[src/rtl/mux_n_a_1_rr_if.sv]
// Stream bundle for mux_n_a_1_rr: N producer channels in, one registered channel out.
// Signal names keep the historical i_/o_ prefixes as seen from the mux.
interface mux_n_a_1_rr_if #(
    parameter int N = 4,
    parameter int W = 4
);
    localparam int SW = $clog2(N);

    logic [N*W-1:0] i_Datos;
    logic [N-1:0]   i_valid;
    logic [N-1:0]   o_ready;
    logic [SW-1:0]  i_sel;
    logic           i_modo;
    logic [W-1:0]   o_Dato;
    logic           o_valid;
    logic           i_ready;
    logic [SW-1:0]  o_canal;

    // Handshake rule for every channel, in and out: a beat moves on a rising edge
    // where valid && ready; valid must not depend on ready, and data is stable
    // while valid waits for ready.
    modport slave (
        input  i_Datos, i_valid, i_sel, i_modo, i_ready,
        output o_ready, o_Dato, o_valid, o_canal
    );

    modport master (
        output i_Datos, i_valid, i_sel, i_modo, i_ready,
        input  o_ready, o_Dato, o_valid, o_canal
    );
endinterface

[src/rtl/mux_n_a_1_rr.sv]
// N-channel registered stream multiplexer, manual or round-robin channel choice.
// Optional handshake counter on o_cuenta when MUX_CUENTA_EN is defined.
module mux_n_a_1_rr #(
    parameter int N = 4,
    parameter int W = 4
) (
    input  logic                i_clk,
    input  logic                i_rst,
    mux_n_a_1_rr_if.slave       bus,
`ifdef MUX_CUENTA_EN
    output logic [15:0]         o_cuenta,
`endif
    output logic                estado
);
    localparam int SW = $clog2(N);

    typedef enum logic {VACIO = 1'b0, LLENO = 1'b1} state_t;

    state_t          state;
    logic [SW-1:0]   ptr;
    logic [W-1:0]    dato_q;
    logic [SW-1:0]   canal_q;
    logic            valid_q;

    logic            accept;
    logic [SW-1:0]   sel_ch;
    logic [SW-1:0]   rr_ch;
    logic            rr_found;
    logic [SW-1:0]   ch;
    logic            grant;

    assign accept = (state == VACIO) || (bus.i_ready && valid_q);
    assign sel_ch = (int'(bus.i_sel) >= N) ? SW'(N - 1) : bus.i_sel;

    // Scan starts one past the last granted channel so every valid channel is served in turn.
    always_comb begin
        rr_found = 1'b0;
        rr_ch    = '0;
        for (int off = 1; off <= N; off++) begin
            if (!rr_found && bus.i_valid[(int'(ptr) + off) % N]) begin
                rr_found = 1'b1;
                rr_ch    = SW'((int'(ptr) + off) % N);
            end
        end
    end

    always_comb begin
        ch    = bus.i_modo ? rr_ch : sel_ch;
        grant = 1'b0;
        if (!i_rst && accept)
            grant = bus.i_modo ? rr_found : bus.i_valid[sel_ch];
    end

    assign bus.o_ready = grant ? (N'(1) << ch) : '0;

    always_ff @(posedge i_clk) begin
        if (i_rst) begin
            state   <= VACIO;
            valid_q <= 1'b0;
            dato_q  <= '0;
            canal_q <= '0;
            ptr     <= SW'(N - 1);
        end else if (grant) begin
            state   <= LLENO;
            valid_q <= 1'b1;
            dato_q  <= bus.i_Datos[int'(ch)*W +: W];
            canal_q <= ch;
            if (bus.i_modo)
                ptr <= ch;
        end else if (accept && valid_q) begin
            // Consumer took the last beat and nothing new arrived: empty, keep data/channel.
            state   <= VACIO;
            valid_q <= 1'b0;
        end
    end

    assign bus.o_Dato  = dato_q;
    assign bus.o_canal = canal_q;
    assign bus.o_valid = valid_q;
    assign estado      = state;

`ifdef MUX_CUENTA_EN
    always_ff @(posedge i_clk) begin
        if (i_rst)
            o_cuenta <= '0;
        else if (valid_q && bus.i_ready && o_cuenta != 16'hFFFF)
            o_cuenta <= o_cuenta + 16'd1;
    end
`endif
endmodule

[src/flat_wrapper.sv]
// flat-port wrapper written by rule: the top's interface ports become plain ports
module mux_n_a_1_rr_flat 
#(
    parameter int N = 4,
    parameter int W = 4
)
  (i_clk, i_rst, estado, bus_i_Datos, bus_i_valid, bus_i_sel, bus_i_modo, bus_i_ready, bus_o_ready, bus_o_Dato, bus_o_valid, bus_o_canal);
  mux_n_a_1_rr_if #(.N(N), .W(W)) bus_i ();
  input  logic i_clk;
  input  logic i_rst;
  output logic estado;
  input wire logic [$bits(bus_i.i_Datos)-1:0] bus_i_Datos;
  input wire logic [$bits(bus_i.i_valid)-1:0] bus_i_valid;
  input wire logic [$bits(bus_i.i_sel)-1:0] bus_i_sel;
  input wire logic [$bits(bus_i.i_modo)-1:0] bus_i_modo;
  input wire logic [$bits(bus_i.i_ready)-1:0] bus_i_ready;
  output wire logic [$bits(bus_i.o_ready)-1:0] bus_o_ready;
  output wire logic [$bits(bus_i.o_Dato)-1:0] bus_o_Dato;
  output wire logic [$bits(bus_i.o_valid)-1:0] bus_o_valid;
  output wire logic [$bits(bus_i.o_canal)-1:0] bus_o_canal;
  assign bus_i.i_Datos = bus_i_Datos;
  assign bus_i.i_valid = bus_i_valid;
  assign bus_i.i_sel = bus_i_sel;
  assign bus_i.i_modo = bus_i_modo;
  assign bus_i.i_ready = bus_i_ready;
  assign bus_o_ready = bus_i.o_ready;
  assign bus_o_Dato = bus_i.o_Dato;
  assign bus_o_valid = bus_i.o_valid;
  assign bus_o_canal = bus_i.o_canal;
  mux_n_a_1_rr #(.N(N), .W(W)) u_core (.i_clk(i_clk), .i_rst(i_rst), .bus(bus_i), .estado(estado));
endmodule
[config.mk]
export PLATFORM = sky130hd
export DESIGN_NAME = mux_n_a_1_rr_flat
export DESIGN_NICKNAME = d
export VERILOG_FILES = /design/src/rtl/mux_n_a_1_rr_if.sv /design/src/rtl/mux_n_a_1_rr.sv /design/src/flat_wrapper.sv
export SDC_FILE = /design/constraint.sdc
export NUM_CORES = 1
export LEC_CHECK = 0
export ABC_AREA = 0
export BUFFER_PORTS_ARGS = -buffer_cell sky130_fd_sc_hd__buf_2
export CORE_MARGIN = 1.5
export CORE_UTILIZATION = 45
export DETAILED_ROUTE_END_ITERATION = 10
export GPL_TIMING_DRIVEN = 0
export PLACE_DENSITY = 0.81
export SLEW_MARGIN = 10
export SYNTH_ARGS = -nofsm -noshare
export SYNTH_HDL_FRONTEND = slang
export SYNTH_SLANG_ARGS = --single-unit
[constraint.sdc]
create_clock -name i_clk -period 2.37 [get_ports i_clk]
set_clock_uncertainty 0.05 [all_clocks]
set_input_delay 0.1185 -clock i_clk [delete_from_list [all_inputs] [get_ports i_clk]]
set_output_delay 0.1185 -clock i_clk [all_outputs]
set_load 0.01 [all_outputs]
==> results of run 1 <==
-- report_power, final --
| group | switching [mW] | internal (mW) |
|---|---|---|
| Clock | 0.0559 | 0.0650 |
| Combinational | 0.108 | 0.0993 |
| Sequential | 0.0103 | 0.169 |
-- worst reg2reg max path: stages (launching register included) --
cell and delay [ns]:
dfxtp_1 0.46, and3b_1 0.30, nor3b_2 0.08, a221oi_2 0.38, buf_4 0.24, o221a_1 0.20
o31ai_2 0.07
-- cell families (layout without fill, tap and decap cells) --
| family | count (synthesis) | after routing |
|---|---|---|
| AOI/OAI and AO/OA | 35 | 35 |
| muxes | 2 | 2 |
| DFF | 9 | 9 |
| and+or+nand+nor | 42 | 42 |
| buffers and inverters | 14 | 54 |
-- layout make-up --
cell class / count / share of cell area, %
multi-input cells: 79 / 53.9
well taps: 25 / 2.86
repair buffers: 36 / 16.5
clock buffers: 4 / 2.40
inverters: 5 / 1.71
plain buffers: 9 / 6.17
flip-flops and latches: 9 / 16.5
-- synth_stat cells (3+ instances only) --
master      n  share of area (%)
a211oi_1    4                3.5
o221a_1     3                3.9
dfxtp_1     9                 21
nand2b_1    4                2.9
buf_4       3                2.6
inv_1       4                1.8
nand3b_1    4                3.5
o21ai_0     5                2.9
nor2_1      3                1.3
nand2_1    10                4.4
nor2b_1     4                2.9
o2111ai_1   4                4.1
-- worst paths after layout --
| check | startpoint | slack [ns] | to | cells past startpoint |
|---|---|---|---|---|
| worst max-delay path | u_core.ptr[1] | 0.14 | bus_o_ready[2] | 6 |
| worst min-delay path | bus_i_ready | 0.08 | u_core.estado | 3 |
| worst max register to register | u_core.ptr[1] | 0.49 | u_core.bus.o_Dato[2] | 6 |
| worst min register to register | u_core.bus.o_canal[0] | 0.42 | u_core.bus.o_canal[0] | 2 |
-- metrics by stage --
step	hold slack [ns]	setup WS [ns]	instances	util (%)	instance area, sq um
floorplan	0.263	0.665	102	-	857
global placement	0.365	0.515	163	60.6	1070
detailed placement	0.356	0.463	163	60.6	1070
CTS	0.0824	0.156	167	62.1	1090
global route	0.102	0.0607	167	62.1	1090
finish	0.0845	0.137	167	62.1	1090
-- sequential cells by signal, indices dropped and copies added (netlist names) --
signal	count
u_core.bus.o_Dato	4
u_core.bus.o_canal	2
u_core.ptr	2
u_core.estado	1
-- metal layers --
layer | GRT usage [%] | up-vias | wire [um]
li1 | - | 468 | -
met1 | 26.1 | 431 | 974
met2 | 36.7 | 25 | 1100
met3 | 3.92 | 2 | 118
met4 | 5.00 | 0 | 8
met5 | 0 | - | 0
==> impl_metrics.ini, run 1 <==
[routing]
dr_total_vias = 926
viasPerCell = 5.54
firstDrtPassIters = 4
routed_wirelength_um = 2210
drtIter0Drc = 11
drtAntennaViolNets = 0
wire_per_inst_um = 13.2
drc = 0

[sta]
period_share_pct = 94.2
worst_pin_slew_ns = 0.424
clock.fmax_mhz = 448
final_hold_viol_count = 0
rsz0062_at_grt = no
timing.final.max_slew_violations = 0
fin_crit_ns = 2.23
finalSetupTns_ns = 0
setup_violations = 0
relSlewSlack_pct = 71.7

[global_route]
globalRouteOverflowTotal = 0
antenna_found_initial = 0
grt_pass1_vias = 743
grt_pass1_wl_um = 3240
grt_max_degree = 11
track_usage_pct = 20.9

[clock_network]
clkTransAtPathRegs_ns = 0.06
htreeDepth = 1
post_cts_resized = 0
tritoncts = built
post_cts_buffers = 0
cts_buffers = 3
cts_buffer_depth = 2
holdBufCountCts = 0
cts_sinks = 9
clkLatencyLatePin_ns = 0.26
root_buffer = clkbuf_4

[cells_and_area]
register_area_sq_um = 180
n_fill_cell = 188
multi_input_area_sq_um = 591
area_growth_pct = 27.7
antenna_cells = 0
final_common_cell = buf_2
final_nets = 169
drive_above_1_share_pct = 43.7
layout_common_cells = buf_2 (38), nand2_1 (10), dfxtp_1 (9)

[logic_synthesis]
synthArstFlopShare_pct = 0
syn_nets = 128
ys_seq_area_share_pct = 21.0
ys_ff_latch = 9
synth-xor-area-share_pct = 0
yosys_warnings = 0
synth_area_sq_um = 857
yosys.area_share.adder_pct = 0
synth-compound-area-share_pct = 34.9
synth_cell_types = 48
syn_inst = 102
avgSynthCellArea_sq_um = 8.40
synthMuxAreaShare_pct = 4.38
synth_ff_type = dfxtp_1
yosys.area_share.simple_pct = 29.6
synth-edff-count = 0
synth_top_family_by_area = compound AO/OA/AOI/OAI gates

[setup_path]
cp_max_fo = 10
path_cells = and3b_1, nor3b_2, a221oi_2, buf_4, nor3b_1, buf_2
critPathArrivalTime_ns = 2.06
crit_type = flip-flop to primary output
crit_slowest_cell = dfxtp_1
crit_buf_inv = 2
endpoint_kind = primary output
start_kind = flip-flop
crit_family = simple AND/OR/NAND/NOR gates
required_ns = 2.20
cp_slowest_stage_delay_ns = 0.46

[floorplanning]
io_pins = 38
start_util_pct = 48.6
rows = 15
coreArea_sq_um = 1760
die_w_um = 46.6
die_h_um = 46.6
die-area_sq_um = 2180

[power_and_ir_drop]
powerDensity_nw_per_um2 = 464
power_mw = 0.508
leakage_nw = 0.497
ir_drop_mv = 0.217

[placement]
port-buffer-count = 36
dpl.hpwl_um = 1710
gp_congestion = 0.816

[hold_path]
min_path_type = primary input to flip-flop

[status]
status = completed

[job]
cap_viol_max_count = 0
Power figures use the tool's default switching activity.
==> inputs of run 2 (changes only) <==
--- a/config.mk
+++ b/config.mk
@@ -5,13 +5,13 @@
 export SDC_FILE = /design/constraint.sdc
 export NUM_CORES = 1
 export LEC_CHECK = 0
-export ABC_AREA = 0
+export ABC_AREA = 1
 export BUFFER_PORTS_ARGS = -buffer_cell sky130_fd_sc_hd__buf_2
 export CORE_MARGIN = 1.5
 export CORE_UTILIZATION = 45
 export DETAILED_ROUTE_END_ITERATION = 10
 export GPL_TIMING_DRIVEN = 0
-export PLACE_DENSITY = 0.81
+export PLACE_DENSITY = 0.8
 export SLEW_MARGIN = 10
 export SYNTH_ARGS = -nofsm -noshare
 export SYNTH_HDL_FRONTEND = slang
==> impl_metrics.ini, run 2 <==
[global_route]
antenna_found_initial = 0
globalRouteOverflowTotal = 0
track_usage_pct = 20.5
grt_pass1_wl_um = 3430
grt_max_degree = 11
grt_pass1_vias = 898

[cells_and_area]
largest_reg_flops = 4
drive_above_1_share_pct = 36.8
utilization_pct = 62.8
antenna_cells = 0
n_fill_cell = 201
layout_common_cells = nand2_1 (43), buf_2 (36), inv_1 (25)
final_nets = 236
area_growth_pct = 33.0
stdcell_count = 236
final_common_cell = nand2_1
final_area_sq_um = 1220

[floorplanning]
die_h_um = 48.1
io_pins = 38
rows = 16
die-area_sq_um = 2320
coreArea_sq_um = 1940
die_w_um = 48.1
start_util_pct = 47.2

[placement]
dpl.hpwl_um = 1890
port-buffer-count = 36
post_dp_cell_area_sq_um = 1130
gp_congestion = 0.865
pre_cts_ws_ns = 0.349
dp_cells = 227

[routing]
drc = 0
drtAntennaViolNets = 0
drtIter0Drc = 26
viasPerCell = 4.80
firstDrtPassIters = 6
routed_wirelength_um = 2420
dr_total_vias = 1133
wire_per_inst_um = 10.2

[setup_path]
crit_family = simple AND/OR/NAND/NOR gates
required_ns = 2.20
crit_slowest_cell = dfxtp_1
start_kind = flip-flop
crit_type = flip-flop to primary output
critPathArrivalTime_ns = 2.08
rr_worst_depth = 16
worstReg2RegStart = u_core.ptr[0]
endpoint_kind = primary output
startpoint = u_core.ptr[0]
rrSetupSlack_ns = 0.36
cp_slowest_stage_delay_ns = 0.32
r2r-end = u_core.bus.o_Dato[2]
crit_buf_inv = 4
path_cells = buf_6, inv_6, nand2_1, nand2_1, nand2_2, nand2_2, nor2_4, buf_4, nand2_1, o21ai_2, nor2_1, nor2_4, nor3_1, buf_2
cp_max_fo = 10
crit_path_frequent_cell = nand2_1

[power_and_ir_drop]
leakage_nw = 0.738
power_mw = 0.622
powerDensity_nw_per_um2 = 510
ir_drop_mv = 0.408

[logic_synthesis]
synthMostInstantiatedCell = nand2_1
synthArstFlopShare_pct = 0
synth_area_leader_cell = dfxtp_1
netlist_top_cells_area = dfxtp_1 (20%), nand2_1 (18%), nand3_1 (12%), inv_1 (10%), nand2_2 (9.5%)
ys_seq_area_share_pct = 19.6
synth_cell_types = 24
ys_ff_latch = 9
synth_ff_type = dfxtp_1
synth_area_sq_um = 917
synth-edff-count = 0
synth.top_cells.by_count = nand2_1 (44), inv_1 (25), nand3_1 (22)
syn_inst = 164
avgSynthCellArea_sq_um = 5.59
yosys_warnings = 0
yosys.area.top_type_share_pct = 19.6
syn_nets = 190

[sta]
timing.final.max_slew_violations = 0
clock.fmax_mhz = 444
final_hold_viol_count = 0
fin_crit_ns = 2.25
setup_violations = 0
relSlewSlack_pct = 75.7
setup_ws_ns = 0.120
period_share_pct = 94.9
worst_pin_slew_ns = 0.365

[clock_network]
cts_sinks = 9
clkTransAtPathRegs_ns = 0.06
holdBufCountCts = 0
htreeDepth = 1
cts_buffer_depth = 2
root_buffer = clkbuf_4
cts_buffers = 3
clkLatencyLatePin_ns = 0.25
tritoncts = built

[hold_path]
whs_path_depth = 4
timing.hold.worst_endpoint = u_core.estado
min_path_type = primary input to flip-flop
min-delay-start = bus_i_ready

[status]
status = completed

[job]
cap_viol_max_count = 0
## run 2: cell types whose count changed after synthesis, moves of 4 or more
cell,delta
nand2_2,+13
o2111ai_1,-4
nand2_1,+34
inv_1,+21
nand3_1,+20
nand2b_1,-4
a211oi_1,-4
nor2b_1,-4
nor2_1,+15
nand3b_1,-4
a21oi_1,+4
## run 2: layer usage
metal	up-vias	share of wire, %	global-route usage (%)
li1	593	-	-
met1	501	43	23.9
met2	39	51	39.2
met3	0	5.4	5.56
met4	0	0	0
met5	-	0	0
## run 2: worst max path at each step
stage                                 to  cells after the start  slack [ns]
after floorplan           bus_o_ready[1]                     12        0.59
after CTS                 bus_o_ready[2]                     15        0.06
after detailed placement  bus_o_ready[2]                     15        0.35
after global placement    bus_o_ready[0]                     16        0.42
after global routing      bus_o_ready[2]                     16       -0.04
final                     bus_o_ready[1]                     14        0.12
## run 2: timing repair
item,in CTS,in global routing
buffers inserted,0,5
gates resized for setup,0,7
setup endpoints to repair,0,4
## run 2: kinds of logic (layout without fill, tap and decap cells)
family | count (synthesis) | count (layout) | share of synthesized area, %
buffers and inverters | 34 | 79 | 15.8
AO/OA/AOI/OAI | 15 | 15 | 10.9
flip-flops | 9 | 9 | 19.6
AND/OR/NAND/NOR | 106 | 106 | 53.6
## run 2: cell type report
class / count / area, sq um / share of cell area, %
well taps: 27 / 33.8 / 2.77
clock buffers: 4 / 26.3 / 2.15
flip-flops and latches: 9 / 181 / 14.9
multi-input cells: 121 / 609 / 49.9
repair buffers: 41 / 218 / 17.8
inverters: 30 / 118 / 9.64
plain buffers: 4 / 33.8 / 2.77
## run 2: tightest hold or removal path: stages
cell and delay (ns):
buf_2 0.07, inv_1 0.03, nand2_1 0.06, a21oi_1 0.06
## run 2: power breakdown
group | switching [mW] | internal, mW
registers | 0.00981 | 0.168
logic | 0.199 | 0.132
clock network | 0.0487 | 0.0646
## run 2: through the flow
| step | TNS [ns] | hold slack [ns] |
|---|---|---|
| after global placement | 0 | 0.348 |
| after CTS | 0 | 0.0797 |
| after floorplan | 0 | 0.254 |
| after global routing | -0.0739 | 0.0982 |
| final | 0 | 0.0835 |
| after detailed placement | 0 | 0.350 |
==> inputs of run 3 (changes only) <==
--- a/config.mk
+++ b/config.mk
@@ -8,10 +8,10 @@
 export ABC_AREA = 1
 export BUFFER_PORTS_ARGS = -buffer_cell sky130_fd_sc_hd__buf_2
 export CORE_MARGIN = 1.5
-export CORE_UTILIZATION = 45
+export CORE_UTILIZATION = 43
 export DETAILED_ROUTE_END_ITERATION = 10
 export GPL_TIMING_DRIVEN = 0
-export PLACE_DENSITY = 0.8
+export PLACE_DENSITY = 0.76
 export SLEW_MARGIN = 10
 export SYNTH_ARGS = -nofsm -noshare
 export SYNTH_HDL_FRONTEND = slang
==> constraint.sdc (replaced) <==
create_clock -name i_clk -period 2.05 [get_ports i_clk]
set_clock_uncertainty 0.05 [all_clocks]
set_input_delay 0.1025 -clock i_clk [delete_from_list [all_inputs] [get_ports i_clk]]
set_output_delay 0.1025 -clock i_clk [all_outputs]
set_load 0.01 [all_outputs]
==> impl_metrics.ini, run 3 (same netlist as run 2, synthesis figures left out) <==
[routing]
routed_wirelength_um = 2920
drc = 0
wire_per_inst_um = 11.9
drtIter0Drc = 22
firstDrtPassIters = 4
dr_total_vias = 1189
viasPerCell = 4.85
drtAntennaViolNets = 0

[sta]
timing.final.max_slew_violations = 0
setup_violations = 4
clock.fmax_mhz = 479
rsz0062_at_grt = yes
period_share_pct = 102
relSlewSlack_pct = 73.6
fin_crit_ns = 2.09
final_hold_viol_count = 0
setup_ws_ns = -0.0389
worst_pin_slew_ns = 0.396
finalSetupTns_ns = -0.0889

[cells_and_area]
area_growth_pct = 57.4
n_fill_cell = 165
multi_input_area_sq_um = 753
register_area_sq_um = 185
final_nets = 245
largest_reg_flops = 4
final_common_cell = buf_2
layout_common_cells = buf_2 (36), nand2_1 (31), inv_1 (23)
antenna_cells = 0
drive_above_1_share_pct = 48.2
utilization_pct = 72.9

[global_route]
globalRouteOverflowTotal = 0
track_usage_pct = 23.1
grt_pass1_vias = 1072
grt_pass1_wl_um = 4390
antenna_found_initial = 0
grt_max_degree = 11

[hold_path]
min-delay-start = bus_i_ready
timing.hold.worst_endpoint = u_core.estado
min_path_type = primary input to flip-flop
whs_path_depth = 4

[placement]
gp_congestion = 0.864
port-buffer-count = 36
dpl.hpwl_um = 1800

[setup_path]
critPathArrivalTime_ns = 1.94
rrSetupSlack_ns = -0.02
rr_worst_depth = 15
start_kind = flip-flop
r2r-end = u_core.bus.o_canal[0]
cp_slowest_stage_delay_ns = 0.32
cp_max_fo = 9
crit_type = flip-flop to primary output
crit_family = simple AND/OR/NAND/NOR gates
endpoint_kind = primary output
crit_path_frequent_cell = nand2_4
path_cells = buf_6, inv_8, nand2_2, nand2_4, nand2_2, nand2_4, nand2_4, nand2_4, nor2_4, nand2_2, nand2_4, nand2_4, buf_6, nor3_4, buf_2
required_ns = 1.90
worstReg2RegStart = u_core.ptr[0]
crit_buf_inv = 4
crit_slowest_cell = dfxtp_2

[clock_network]
cts_sinks = 9
root_buffer = clkbuf_4
clkTransAtPathRegs_ns = 0.06
htreeDepth = 1
cts_buffers = 3
clkLatencyLatePin_ns = 0.27
tritoncts = built
cts_buffer_depth = 2
holdBufCountCts = 0

[power_and_ir_drop]
switching_power_mw = 0.363
powerDensity_nw_per_um2 = 578
internal_power_mw = 0.472
leakage_nw = 0.845
ir_drop_mv = 0.614
clockPowerShare_pct = 17.0
p_sw_share_pct = 43.4
pwr-share-seq_pct = 24.5
combinationalPowerShare_pct = 58.6

[floorplanning]
die_h_um = 49.2
io_pins = 38
rows = 16
die_w_um = 49.2
start_util_pct = 46.3
die-area_sq_um = 2420
coreArea_sq_um = 1980

[status]
failed_checks = negative setup slack
status = finished with violations

[job]
cap_viol_max_count = 0
run 3: worst max path at each step:
stage                  start                    to  slack (ns)  cells past startpoint
6_report       u_core.ptr[0]        bus_o_ready[1]       -0.04                     15
3_3_place_gp   u_core.ptr[0]        bus_o_ready[3]        0.12                     13
2_1_floorplan  u_core.ptr[0]        bus_o_ready[1]        0.29                     12
4_1_cts        u_core.ptr[0]        bus_o_ready[1]       -0.03                     15
3_5_place_dp   u_core.ptr[1]  u_core.bus.o_Dato[0]        0.07                     16
5_1_grt        u_core.ptr[0]        bus_o_ready[0]       -0.15                     16
run 3: power by group through the flow:
stage	Clock, mW	Combinational (mW)	Sequential, mW
2_1_floorplan	0	0.245	0.215
3_3_place_gp	0	0.336	0.208
3_5_place_dp	0	0.344	0.208
4_1_cts	0.143	0.422	0.205
5_1_grt	0.151	0.532	0.207
6_report	0.142	0.489	0.204
run 3: per-stage QoR:
step | std cells | hold WS, ns | total power, mW | area, sq um | setup slack [ns]
after floorplan | 164 | 0.238 | 0.460 | 917 | 0.287
after global placement | 227 | 0.335 | 0.543 | 1130 | 0.119
after detailed placement | 227 | 0.349 | 0.552 | 1130 | 0.0736
after CTS | 243 | 0.0683 | 0.769 | 1320 | -0.0266
after global routing | 245 | 0.0998 | 0.891 | 1440 | -0.148
final | 245 | 0.0676 | 0.835 | 1440 | -0.0389
run 3: tightest hold or removal path, stage by stage:
cell and delay [ns]:
buf_2 0.07, inv_1 0.03, nand2_1 0.06, a21oi_1 0.06
run 3: repair_timing:
| action | 4_1_cts | 5_1_grt |
|---|---|---|
| setup endpoints to repair | 4 | 11 |
| gates cloned | 0 | 0 |
| buffers inserted | 12 | 2 |
| pin swaps | 13 | 14 |
| resized for setup | 23 | 26 |
run 3: area by class of cell:
cell class	instances	area share, %
inverters	30	8.49
clock buffers	4	1.82
plain buffers	4	2.34
flip-flops and latches	9	12.8
repair buffers	50	20.0
well taps	27	2.34
multi-input cells	121	52.2
run 3: routing by layer:
metal	vias to the layer above	share of wire [%]	GRT usage, %
li1	609	-	-
met4	0	1.7	10.5
met5	-	0	0
met3	6	3.8	4.60
met2	35	54	43.0
met1	539	41	24.7
